`src/rtl/sign_extend_unit_if.sv`:
```
// Immediate-extension bus: capture side (in_valid/ext_op/a) and registered result side.
// The master drives immediates and consumes results; the slave is the extension unit.
interface sign_extend_unit_if #(
    parameter int IN_W  = 16,
    parameter int OUT_W = 32
);
    logic             in_valid;
    logic [1:0]       ext_op;
    logic [IN_W-1:0]  a;
    logic             out_valid;
    logic [OUT_W-1:0] b;
    logic [OUT_W-1:0] b_sl2;

    modport master (
        output in_valid, ext_op, a,
        input  out_valid, b, b_sl2
    );

    modport slave (
        input  in_valid, ext_op, a,
        output out_valid, b, b_sl2
    );
endinterface

```
`src/rtl/sign_extend_unit.sv`:
```
// Registered immediate extension (sign16/zero16/lui/sign8) plus the word-aligned
// branch offset; one result per clock, one cycle of latency.
module sign_extend_unit #(
    parameter int IN_W  = 16,
    parameter int OUT_W = 32
) (
    input  logic              clk,
    input  logic              rst_n,
    sign_extend_unit_if.slave bus
);

    typedef enum logic [1:0] {
        EXT_SIGN16 = 2'b00,
        EXT_ZERO16 = 2'b01,
        EXT_LUI    = 2'b10,
        EXT_SIGN8  = 2'b11
    } ext_op_e;

    function automatic logic signed [OUT_W-1:0] extend_imm(
        input logic [1:0]      op,
        input logic [IN_W-1:0] imm
    );
        logic signed [OUT_W-1:0] res;
        res = '0;
        case (ext_op_e'(op))
            EXT_SIGN16: res = {{(OUT_W-IN_W){imm[IN_W-1]}}, imm};
            EXT_ZERO16: res = {{(OUT_W-IN_W){1'b0}}, imm};
            EXT_LUI:    res = OUT_W'(imm) << IN_W;
            EXT_SIGN8:  res = {{(OUT_W-8){imm[7]}}, imm[7:0]};
            default:    res = '0;
        endcase
        return res;
    endfunction

    // Branch offset is always the sign16 value scaled to a word address.
    function automatic logic signed [OUT_W-1:0] branch_offset(
        input logic [IN_W-1:0] imm
    );
        return {{(OUT_W-IN_W-2){imm[IN_W-1]}}, imm, 2'b00};
    endfunction

    logic                    vld_d, vld_q;
    logic signed [OUT_W-1:0] b_d, b_q;
    logic signed [OUT_W-1:0] sl2_d, sl2_q;

    // Results hold when nothing is captured, so an undriven a never reaches the outputs.
    always_comb begin
        vld_d = bus.in_valid;
        b_d   = b_q;
        sl2_d = sl2_q;
        if (bus.in_valid) begin
            b_d   = extend_imm(bus.ext_op, bus.a);
            sl2_d = branch_offset(bus.a);
        end
    end

    // Output register stage
    always_ff @(posedge clk) begin
        if (!rst_n) begin
            vld_q <= 1'b0;
            b_q   <= '0;
            sl2_q <= '0;
        end else begin
            vld_q <= vld_d;
            b_q   <= b_d;
            sl2_q <= sl2_d;
        end
    end

    assign bus.out_valid = vld_q;
    assign bus.b         = b_q;
    assign bus.b_sl2     = sl2_q;

endmodule

```
`src/flat_wrapper.sv`:
```
// flat-port wrapper written by rule: the top's interface ports become plain ports
module sign_extend_unit_flat 
#(
    parameter int IN_W  = 16,
    parameter int OUT_W = 32
)
  (clk, rst_n, bus_in_valid, bus_ext_op, bus_a, bus_out_valid, bus_b, bus_b_sl2);
  sign_extend_unit_if #(.IN_W(IN_W), .OUT_W(OUT_W)) bus_i ();
  input  logic clk;
  input  logic rst_n;
  input wire logic [$bits(bus_i.in_valid)-1:0] bus_in_valid;
  input wire logic [$bits(bus_i.ext_op)-1:0] bus_ext_op;
  input wire logic [$bits(bus_i.a)-1:0] bus_a;
  output wire logic [$bits(bus_i.out_valid)-1:0] bus_out_valid;
  output wire logic [$bits(bus_i.b)-1:0] bus_b;
  output wire logic [$bits(bus_i.b_sl2)-1:0] bus_b_sl2;
  assign bus_i.in_valid = bus_in_valid;
  assign bus_i.ext_op = bus_ext_op;
  assign bus_i.a = bus_a;
  assign bus_out_valid = bus_i.out_valid;
  assign bus_b = bus_i.b;
  assign bus_b_sl2 = bus_i.b_sl2;
  sign_extend_unit #(.IN_W(IN_W), .OUT_W(OUT_W)) u_core (.clk(clk), .rst_n(rst_n), .bus(bus_i));
endmodule
```
`config.mk`:
```
export PLATFORM = sky130hd
export DESIGN_NAME = sign_extend_unit_flat
export DESIGN_NICKNAME = d
export VERILOG_FILES = /design/src/rtl/sign_extend_unit_if.sv /design/src/rtl/sign_extend_unit.sv /design/src/flat_wrapper.sv
export SDC_FILE = /design/constraint.sdc
export NUM_CORES = 1
export LEC_CHECK = 0
export BUFFER_PORTS_ARGS = -buffer_cell sky130_fd_sc_hd__buf_2
export CORE_UTILIZATION = 47
export CTS_BUF_LIST = sky130_fd_sc_hd__clkbuf_16
export CTS_CLUSTER_DIAMETER = 80
export DETAILED_ROUTE_END_ITERATION = 8
export PLACE_DENSITY_LB_ADDON = 0.15
export SYNTH_ARGS = -nofsm -noshare
export SYNTH_HDL_FRONTEND = slang
export SYNTH_SLANG_ARGS = --single-unit
```
`constraint.sdc`:
```
create_clock -name clk -period 1.2 [get_ports clk]
set_input_delay 0.24 -clock clk [delete_from_list [all_inputs] [get_ports clk]]
set_output_delay 0.24 -clock clk [all_outputs]
set_load 0.01 [all_outputs]
```
-- After elaboration in Yosys (flattened, before gate mapping)
Index checks and enable logic that the tools add are counted.
- output and inout bits: 65
- flip-flop bits (word level): 49
- word-level logic and storage cells: 8
- muxes and demuxes: 1
- reduce and logical (&&, ||, !) cells: 1
- eq/ne operators: 3
- operators by type and width (kind ; count):
    32-bit one-hot mux with 4 select lines ; 1
    2-bit equality test (second input constant) ; 2
    2-bit by 1-bit equality test with 1-bit output (second input constant) ; 1
    2-bit zero test ; 1

-- Longest topological paths before layout
Gate-level depths: netlist (run 1).
- depth after elaboration: 2
- gate-level depth with buffers: 5
- depth with buffers taken out: 3

-- Worst setup path before layout (run 1)
OpenSTA, ideal clock, no wires.
- path kind: input-to-reg
- from: in bus_ext_op[0]
- to: reg u_core.b_q[16] (netlist: u_core.bus.b[16])
- buffers on the path: 1
- stages: 4
- arrival: 1.045 ns
- path slack: 0.089 ns
- cell sequence: or3b_4 -> and3_4 -> buf_6 -> a21oi_2
- word-level cells in the longest chain between the ends: 2
- ends and longest elaborated chain (element ; line ; source):
    start, declared ; flat_wrapper.sv:12 ; input wire logic [$bits(bus_i.ext_op)-1:0] bus_ext_op;
    2-bit equality test, or another cell as far along ; sign_extend_unit.sv:25 ; case (ext_op_e'(op))
    32-bit one-hot mux with 4 select lines (*) ; sign_extend_unit.sv:25 ;
    end signal, assigned ; sign_extend_unit.sv:61 ; b_q <= '0;
    end signal, assigned ; sign_extend_unit.sv:65 ; b_q <= b_d;
    end, declared ; sign_extend_unit.sv:43 ; logic signed [OUT_W-1:0] b_d, b_q;
Mark *: on every way between the ends. The rest lies on a longest branch, timed or not.
A chain may end at the register's enable or synchronous reset.

-- Worst setup path after layout (run 1)
- from: reg u_core.bus.b_sl2[17] (netlist name)
- to: out bus_b_sl2[22]
- RTL lines (element ; line ; source):
    end, declared ; flat_wrapper.sv:16 ; output wire logic [$bits(bus_i.b_sl2)-1:0] bus_b_sl2;
No word-level cell between the ends.

==> impl_metrics.tcl, run 1 <==
set metrics [dict create \
    grt_pass1_vias 1478 \
    syn_to_final_growth_pct 27.9 \
    crit_chain "buf_2" \
    wl_per_cell_microns 12.8 \
    synth_cells 218 \
    hold_slack_ns 0.219 \
    gp_congestion 0.723 \
    slowest_delay_ns 0.42 \
    crit_family "flip-flops" \
    synthDistinctLibCells 25 \
    nets 308 \
    ctsRootBufferMaster "clkbuf_16" \
    grt_usage_pct 20.0 \
    cts_tree "done" \
    place_hpwl_mm 2.95 \
    hold_viol 0 \
    drv_cap 0 \
    r2r_start "u_core.bus.b_sl2[17]" \
    placedCellCount 330 \
    die_y_microns 67.6 \
    cts.clk_slew.worst_paths_ns 0.06 \
    min_period_ns 1.11 \
    antenna_found_initial 0 \
    final_util_pct 63.8 \
    clock_sinks 49 \
    layout-drive-gt1-share_pct 40.3 \
    worstPathMaxFanout 16 \
    crit_buf_inv 1 \
    place_area_sq_um 2420 \
    synth.cell_area_sq_um 2020 \
    fin_skew_ns 0 \
    worstSetupPathDepth 1 \
    cts_max_level 2 \
    fin_tns_setup_ns 0 \
    clock.fmax_ghz 0.902 \
    yosys_warnings 0 \
    cts_buffer_depth 2 \
    via_per_inst 4.94 \
    cp.required_ns 0.96 \
    wirelength_mm 4.32 \
    reg2reg_to "u_core.bus.b_sl2[17]" \
    port_buffers 83 \
    num_rows 23 \
    initial_core_util_pct 49.9 \
    leakagePower_nw 1.22 \
    fillers 351 \
    cts-hold-fix-buffers 0 \
    overflow 0 \
    reg2reg_slack_ns 0.51 \
    final_max_slew_viol_count 0 \
    layout_commonest_cell "buf_2" \
    regArea_sq_um 982 \
    powerDensity_nw_per_um2 1500 \
    clk_latency_ns 0.28 \
    endpoint "bus_b_sl2[22]" \
    finalSetupViolCount 0 \
    dieArea_sq_um 4570 \
    critPathKind "reg2out" \
    grt_max_degree 50 \
    ir_drop_mv 0.780 \
    vias 1670 \
    firstDrtPassIters 4 \
    holdCritPathClass "in2reg" \
    drc_errors 0 \
    fin_area_sq_um 2590 \
    period_share_pct 92.4 \
    multi_input_area_sq_um 835 \
    cts_made_buffers 5 \
    status "finished clean" \
    crit_path_end_kind "primary output" \
    core_sq_um 4060 \
    critPathLaunch "u_core.bus.b_sl2[17]" \
    worstRegToRegCells 2 \
    io-pin-count 86 \
    antenna_cells 0 \
    drt_iter0_markers 112 \
    start_kind "register" \
    final_cell_mix "83 x buf_2, 48 x dfxtp_1, 31 x nand2_1" \
    synth_area_per_cell_sq_um 9.29 \
    ant_nets 0 \
    slowest_stage "dfxtp_2" \
    layout.cells.non_filler 338 \
    ys_seq_area_share_pct 48.5 \
    synth-seq-cells 49 \
    grt_pass1_wl_mm 6.79 \
    rsz0062_at_grt "no" \
    die-width_microns 67.6 \
    arrival_ns 0.87 \
]
==> what timing repair did <==
item / in CTS / in global routing
endpoints found under the setup margin: 15 / 0
endpoints found under the hold margin: 0 / 0
gates resized for setup: 1 / 0
buffers inserted: 0 / 0
==> worst min path at each step <==
stage                                    from                  end  cells past startpoint
after floorplan                      bus_a[9]     u_core.bus.b[25]                      2
after global placement    u_core.bus.b_sl2[6]  u_core.bus.b_sl2[6]                      2
after detailed placement  u_core.bus.b_sl2[6]  u_core.bus.b_sl2[6]                      2
after CTS                           bus_a[11]     u_core.bus.b[27]                      3
after global routing                 bus_a[4]     u_core.bus.b[20]                      3
final                               bus_a[11]     u_core.bus.b[27]                      3
==> area by class of cell <==
class,count,area share [%]
sequential,49,37.9
inverter,1,0.145
tap,50,2.42
clock buffer,5,4.83
multi-input combinational,137,32.2
timing repair buffer,93,20.9
clock inverter,3,1.59
==> report_power, final <==
group	internal, mW	leakage (nW)	switching [mW]
combinational	0.246	0.740	0.296
clock	0.975	0.0775	0.581
sequential	1.73	0.405	0.0517
==> worst min-delay path, stage by stage <==
cell	delay, ns
buf_2	0.11
nand2_1	0.05
a21oi_1	0.05
==> kinds of logic (layout without fill, tap and decap cells) <==
logic type             count (synthesis)  after routing  synth area share (%)
multiplexers                           9              9                  4.51
AO/OA/AOI/OAI                         64             64                  20.3
AND/OR/NAND/NOR                       62             62                  16.1
buffers and inverters                 33            102                  10.5
flip-flops                            49             49                  48.5
other                                  1              2                 0.185
==> flip-flops by register name (all words and copies together), names as in the netlist <==
name	flops
u_core.bus.b	32
u_core.bus.b_sl2	16
u_core.bus.out_valid	1
==> synth_stat cells <==
| master | number | area [sq um] |
|---|---|---|
| clkbuf_1 | 9 | 33.8 |
| or2b_1 | 1 | 7.51 |
| a21boi_0 | 8 | 60.1 |
| inv_1 | 1 | 3.75 |
| o2bb2ai_1 | 8 | 70.1 |
| nand2b_1 | 7 | 43.8 |
| buf_4 | 19 | 143 |
| nor2b_1 | 8 | 50.1 |
| and3_4 | 1 | 11.3 |
| mux2i_1 | 8 | 80.1 |
| dfxtp_1 | 49 | 981 |
| or3b_4 | 1 | 11.3 |
| or2b_2 | 1 | 8.76 |
| a31oi_1 | 2 | 12.5 |
| nand2_1 | 31 | 116 |
| and2_1 | 10 | 62.6 |
| buf_6 | 2 | 22.5 |
| o21ai_0 | 24 | 120 |
| buf_2 | 2 | 10.0 |
| a21oi_2 | 10 | 87.6 |
| a21oi_1 | 12 | 60.1 |
| conb_1 | 1 | 3.75 |
| nand3_1 | 1 | 5.00 |
| and2b_2 | 1 | 8.76 |
| mux2_2 | 1 | 11.3 |
==> through the flow <==
stage | total power [mW] | setup WS [ns]
2_1_floorplan | 2.16 | 0.0885
3_3_place_gp | 2.35 | -0.00755
3_5_place_dp | 2.36 | -0.0423
4_1_cts | 3.91 | 0.0736
5_1_grt | 4.05 | 0.0341
6_report | 3.88 | 0.0911
==> routing by layer <==
layer | track usage [%] | wire (microns) | vias up | share of wire (%)
met5 | 0 | 0 | - | 0
met4 | 7.98 | 48 | 0 | 1.1
met3 | 5.91 | 290 | 6 | 6.7
met2 | 31.4 | 1940 | 59 | 45
met1 | 25.2 | 2040 | 755 | 47
li1 | - | - | 850 | -
(Power assumes the default switching activity.)
==> inputs of run 2 (changes only) <==
--- a/config.mk
+++ b/config.mk
@@ -5,8 +5,11 @@
 export SDC_FILE = /design/constraint.sdc
 export NUM_CORES = 1
 export LEC_CHECK = 0
+export ABC_AREA = 1
 export BUFFER_PORTS_ARGS = -buffer_cell sky130_fd_sc_hd__buf_2
-export CORE_UTILIZATION = 47
+export CELL_PAD_IN_SITES_DETAIL_PLACEMENT = 1
+export CELL_PAD_IN_SITES_GLOBAL_PLACEMENT = 1
+export CORE_UTILIZATION = 33
 export CTS_BUF_LIST = sky130_fd_sc_hd__clkbuf_16
 export CTS_CLUSTER_DIAMETER = 80
 export DETAILED_ROUTE_END_ITERATION = 8
==> run 2 against run 1 <==
Effect of this change: non-clock buffer count increased by 5; flip-flop and latch count unchanged; power decreased by 3.1%; die area increased by 46%; maximum frequency increased by 3.1%; synthesized cell count increased by 29%; synthesized area increased by 3.5%; global-route usage decreased by 1.7 points; sequential power about the same; via count increased by 20%; combinational power increased by 14%; critical path type unchanged; largest power group unchanged.
==> impl_metrics.tcl, run 2 <==
set metrics [dict create \
    clock.fmax_ghz 0.930 \
    syn_to_final_growth_pct 27.6 \
    muxShareOfSynthArea_pct 0 \
    synth.area.top_cells "dfxtp_1 47%, nand2_1 12%, buf_4 8.6%" \
    overflow 0 \
    leakagePower_nw 1.38 \
    die_y_microns 81.7 \
    die-width_microns 81.7 \
    largest_reg_flops 32 \
    num_rows 28 \
    fillers 805 \
    synth-async-reset-ratio_pct 0 \
    slowest_stage "dfxtp_4" \
    finalSetupViolCount 0 \
    via_per_inst 4.67 \
    status "finished clean" \
    arrival_ns 0.84 \
    place_hpwl_mm 4.30 \
    cts_made_buffers 5 \
    synth_cells 281 \
    crit_family "flip-flops" \
    crit_buf_inv 1 \
    final_cell_mix "83 x buf_2, 65 x nand2_1, 48 x dfxtp_1" \
    period_share_pct 89.6 \
    cts_resized 1 \
    rsz0062_at_grt "no" \
    vias 2004 \
    synthDistinctLibCells 17 \
    postCtsSetupRepairBufs 0 \
    synth_area_per_cell_sq_um 7.46 \
    clock_sinks 49 \
    wirelength_mm 5.69 \
    yosysMostFrequentCell "nand2_1" \
    core_sq_um 6030 \
    wl_per_cell_microns 13.3 \
    drv_cap 0 \
    ctsRootBufferMaster "clkbuf_16" \
    antenna_cells 0 \
    ys.flop_type "dfxtp_1" \
    synth-compound-area-share_pct 11.5 \
    final_util_pct 44.4 \
    grt_pass1_wl_mm 9.07 \
    synth_top_family_by_area "simple AND/OR/NAND/NOR gates" \
    synthTopCellsByCount "65 x nand2_1, 49 x dfxtp_1, 36 x nor2_1" \
    io-pin-count 86 \
    drc_errors 0 \
    critPathKind "reg2out" \
    grt_pass1_vias 1840 \
    synth-seq-cells 49 \
    yosysTopAreaCell "dfxtp_1" \
    firstDrtPassIters 4 \
    worstPathMaxFanout 16 \
    min_period_ns 1.08 \
    ant_nets 0 \
    synth-simple-area-share_pct 28.7 \
    nets 374 \
    synth.cell_area_sq_um 2100 \
    initial_core_util_pct 34.8 \
    layout_commonest_cell "buf_2" \
    layout.cells.non_filler 429 \
    cp.required_ns 0.96 \
    final_max_slew_viol_count 0 \
    yosys_warnings 0 \
    regArea_sq_um 985 \
    ir_drop_mv 0.713 \
    multi_input_area_sq_um 848 \
    ys_seq_area_share_pct 46.8 \
    fin_skew_ns 0 \
    start_kind "register" \
    layout-drive-gt1-share_pct 33.1 \
    hold_viol 0 \
    holdCritPathClass "in2reg" \
    crit_path_end_kind "primary output" \
    grt_max_degree 24 \
    yosysTopAreaCellShare_pct 46.8 \
    grt_usage_pct 18.2 \
    synth_xor_xnor_area_share_pct 0 \
    antenna_found_initial 0 \
    crit_chain "buf_2" \
    clk_latency_ns 0.29 \
    dieArea_sq_um 6670 \
    cts.clk_slew.worst_paths_ns 0.07 \
    cts_max_level 2 \
    cts_tree "done" \
    cts_buffer_depth 2 \
    drt_iter0_markers 49 \
    powerDensity_nw_per_um2 1410 \
    post_synth_fa_ha_maj_area_fraction_pct 0 \
    placedCellCount 421 \
    cts-hold-fix-buffers 0 \
    synth_enable_flop_cells 0 \
    slowest_delay_ns 0.40 \
    gp_congestion 0.725 \
    port_buffers 83 \
]
-- run 2: worst paths after layout --
kind                                            from                   end  slack (ns)  depth (start not counted)
worst max-delay path            u_core.bus.b_sl2[17]         bus_b_sl2[25]        0.12                          1
worst max register to register      u_core.bus.b[10]      u_core.bus.b[10]        0.36                          3
worst min register to register  u_core.bus.b_sl2[15]  u_core.bus.b_sl2[15]        0.46                          2
worst min-delay path                        bus_a[8]  u_core.bus.b_sl2[10]        0.24                          3
-- run 2: final cells by class --
| cell class | count | area share, % |
|---|---|---|
| Clock inverter | 3 | 0.702 |
| Sequential cell | 49 | 36.8 |
| Inverter | 9 | 1.40 |
| Tap cell | 75 | 3.51 |
| Multi-Input combinational cell | 190 | 31.7 |
| Clock buffer | 5 | 4.68 |
| Timing Repair Buffer | 98 | 21.2 |
-- run 2: cell families (layout without fill, tap and decap cells) --
group | Yosys count | after routing
AND/OR/NAND/NOR | 140 | 140
flip-flops | 49 | 49
AO/OA/AOI/OAI | 48 | 48
buffers and inverters | 43 | 115
other | 1 | 2
-- run 2: per-stage QoR --
stage          hold slack [ns]  instance area, sq um  TNS [ns]  power, mW  worst slack, ns
6_report                 0.238                  2670         0       3.76            0.124
5_1_grt                  0.243                  2670         0       3.98           0.0557
4_1_cts                  0.235                  2670         0       3.81           0.0445
3_5_place_dp             0.455                  2520     -3.00       2.44           -0.210
3_3_place_gp             0.448                  2520     -1.71       2.43           -0.142
2_1_floorplan            0.378                  2100         0       2.20            0.188
-- run 2: where the power goes --
| group | switching, mW | internal [mW] | total [mW] | leakage [nW] |
|---|---|---|---|---|
| registers | 0.0531 | 1.73 | 1.78 | 0.406 |
| clock network | 0.598 | 0.765 | 1.36 | 0.0672 |
| logic | 0.360 | 0.255 | 0.616 | 0.903 |
-- run 2: routing by layer --
metal	global-route usage (%)	vias up	share of wire, %
met5	0	-	0
met3	4.78	4	6.3
met2	27.4	60	43
met1	25.6	912	50
li1	-	1028	-
met4	4.74	0	0.84
==> inputs of run 3 (changes only) <==
--- a/config.mk
+++ b/config.mk
@@ -6,7 +6,7 @@
 export NUM_CORES = 1
 export LEC_CHECK = 0
 export ABC_AREA = 1
-export BUFFER_PORTS_ARGS = -buffer_cell sky130_fd_sc_hd__buf_2
+export BUFFER_PORTS_ARGS = -buffer_cell sky130_fd_sc_hd__buf_4
 export CELL_PAD_IN_SITES_DETAIL_PLACEMENT = 1
 export CELL_PAD_IN_SITES_GLOBAL_PLACEMENT = 1
 export CORE_UTILIZATION = 33
==> run 3 against run 2 <==
Effect of this change: critical path depth is the same; global-route usage shrank 0.35 points; worst hold slack lost 0.0069 ns; maximum frequency shrank 1.6%; clock skew is the same; flip-flop and latch count is the same; wire length grew 1.3%; sequential power is essentially flat; register-to-register slack is essentially flat.
==> impl_metrics.tcl, run 3 (same netlist as run 2, synthesis figures left out) <==
set metrics [dict create \
    regArea_sq_um 985 \
    crit_path_end_kind "primary output" \
    cts_max_level 2 \
    layout_commonest_cell "buf_4" \
    clock_sinks 49 \
    placedCellCount 417 \
    grt_usage_pct 17.9 \
    finalSetupViolCount 0 \
    final_max_slew_viol_count 0 \
    period_share_pct 91.0 \
    gp_congestion 0.758 \
    pwr-share-comb_pct 16.0 \
    clock.fmax_ghz 0.915 \
    crit_chain "buf_4" \
    largest_reg_flops 32 \
    layout.cells.non_filler 425 \
    cts_tree "done" \
    holdCritPathClass "in2reg" \
    p_int_mw 3.26 \
    finalPower_mw 4.31 \
    ant_nets 0 \
    reg2reg_slack_ns 0.37 \
    crit_buf_inv 1 \
    syn_to_final_growth_pct 38.3 \
    arrival_ns 0.85 \
    r2r_start "u_core.bus.b[10]" \
    vias 1999 \
    cp.required_ns 0.96 \
    num_rows 28 \
    worstRegToRegCells 3 \
    ctsRootBufferMaster "clkbuf_16" \
    status "finished clean" \
    rsz0062_at_grt "no" \
    die_y_microns 81.7 \
    worstPathMaxFanout 16 \
    start_kind "register" \
    cts.clk_slew.worst_paths_ns 0.07 \
    firstDrtPassIters 4 \
    critPathKind "reg2out" \
    drt_iter0_markers 44 \
    powerDensity_nw_per_um2 1490 \
    share_seq_of_total_power_pct 41.5 \
    final_util_pct 48.1 \
    grt_pass1_vias 1818 \
    sw_frac_of_total_pct 24.3 \
    port_buffers 83 \
    die-width_microns 81.7 \
    fin_tns_setup_ns 0 \
    io-pin-count 86 \
    grt_pass1_wl_mm 9.02 \
    postCtsSetupRepairBufs 0 \
    overflow 0 \
    holdPathEnd "u_core.bus.b_sl2[6]" \
    drc_errors 0 \
    antenna_found_initial 0 \
    clk_latency_ns 0.29 \
    switching_power_mw 1.05 \
    hold_start "bus_a[4]" \
    dieArea_sq_um 6670 \
    slowest_stage "dfxtp_4" \
    grt_max_degree 34 \
    drv_cap 0 \
    wirelength_mm 5.76 \
    hold_viol 0 \
    ir_drop_mv 0.582 \
    cts_buffer_depth 2 \
    layout-drive-gt1-share_pct 32.3 \
    hold_depth 3 \
    min_period_ns 1.09 \
    place_hpwl_mm 4.12 \
    reg2reg_to "u_core.bus.b[10]" \
    initial_core_util_pct 34.8 \
    final_cell_mix "91 x buf_4, 65 x nand2_1, 48 x dfxtp_1" \
    multi_input_area_sq_um 848 \
    via_per_inst 4.70 \
    wl_per_cell_microns 13.6 \
    fillers 767 \
    antenna_cells 0 \
    leakagePower_nw 1.42 \
    crit_family "flip-flops" \
    slowest_delay_ns 0.42 \
    fin_skew_ns 0 \
    core_sq_um 6030 \
    pwr-share-clk_pct 42.5 \
    cts_made_buffers 5 \
    nets 370 \
]
[run 3: changes by cell type in the layout (fill, tap and decap cells not counted)]
cell,before,now
buf_2,83,0
buf_4,12,91
bufinv_16,0,2
clkinvlp_4,3,0
inv_6,0,1
[run 3: tightest hold or removal path: cells and delay by family]
kind,cells,cell delay (ns)
compound gates,1,0.05
buf+inv,1,0.12
simple gates,1,0.06
[run 3: metrics by stage]
stage,setup WS (ns),area (sq um),hold WS (ns)
CTS,0.0204,2900,0.229
detailed placement,0.0263,2700,0.454
floorplan,0.188,2100,0.378
global placement,0.0768,2700,0.449
finish,0.107,2900,0.231
global route,0.0528,2900,0.235
[run 3: power by group through the flow]
stage | sequential, mW | clock, mW | combinational (mW)
3_5_place_dp | 1.83 | 0 | 0.697
2_1_floorplan | 1.87 | 0 | 0.336
3_3_place_gp | 1.82 | 0 | 0.686
6_report | 1.79 | 1.83 | 0.690
4_1_cts | 1.79 | 1.86 | 0.702
5_1_grt | 1.80 | 1.93 | 0.765
[run 3: final cells by class]
cell class	instances	share of cell area, %
sequential	49	34.0
multi-input combinational	190	29.3
timing repair buffer	94	25.6
clock buffer	5	4.32
tap	75	3.24
clock inverter	3	2.37
inverter	9	1.17
[run 3: layer usage]
layer	track usage, %	part of all wire [%]	up-vias
li1	-	-	1020
met1	25.7	50	912
met2	26.8	43	60
met3	4.00	5.4	7
met4	4.74	1.0	0
met5	0	0	-
[run 3: repair_timing]
item / 4_1_cts / 5_1_grt
setup endpoints to repair: 15 / 15
pin swaps: 0 / 0
hold buffers: 0 / 0
resized for setup: 1 / 1
[run 3: how the worst max path moves through the flow]
stage / slack [ns] / endpoint / start / cells past startpoint
after floorplan: 0.19 / bus_b_sl2[18] / u_core.bus.b_sl2[17] / 1
after global placement: 0.08 / u_core.bus.b[15] / bus_in_valid / 5
after detailed placement: 0.03 / u_core.bus.b[31] / bus_in_valid / 5
after CTS: 0.02 / bus_b_sl2[17] / u_core.bus.b_sl2[17] / 1
after global routing: 0.05 / bus_b_sl2[17] / u_core.bus.b_sl2[17] / 1
final: 0.11 / bus_b_sl2[26] / u_core.bus.b_sl2[17] / 1
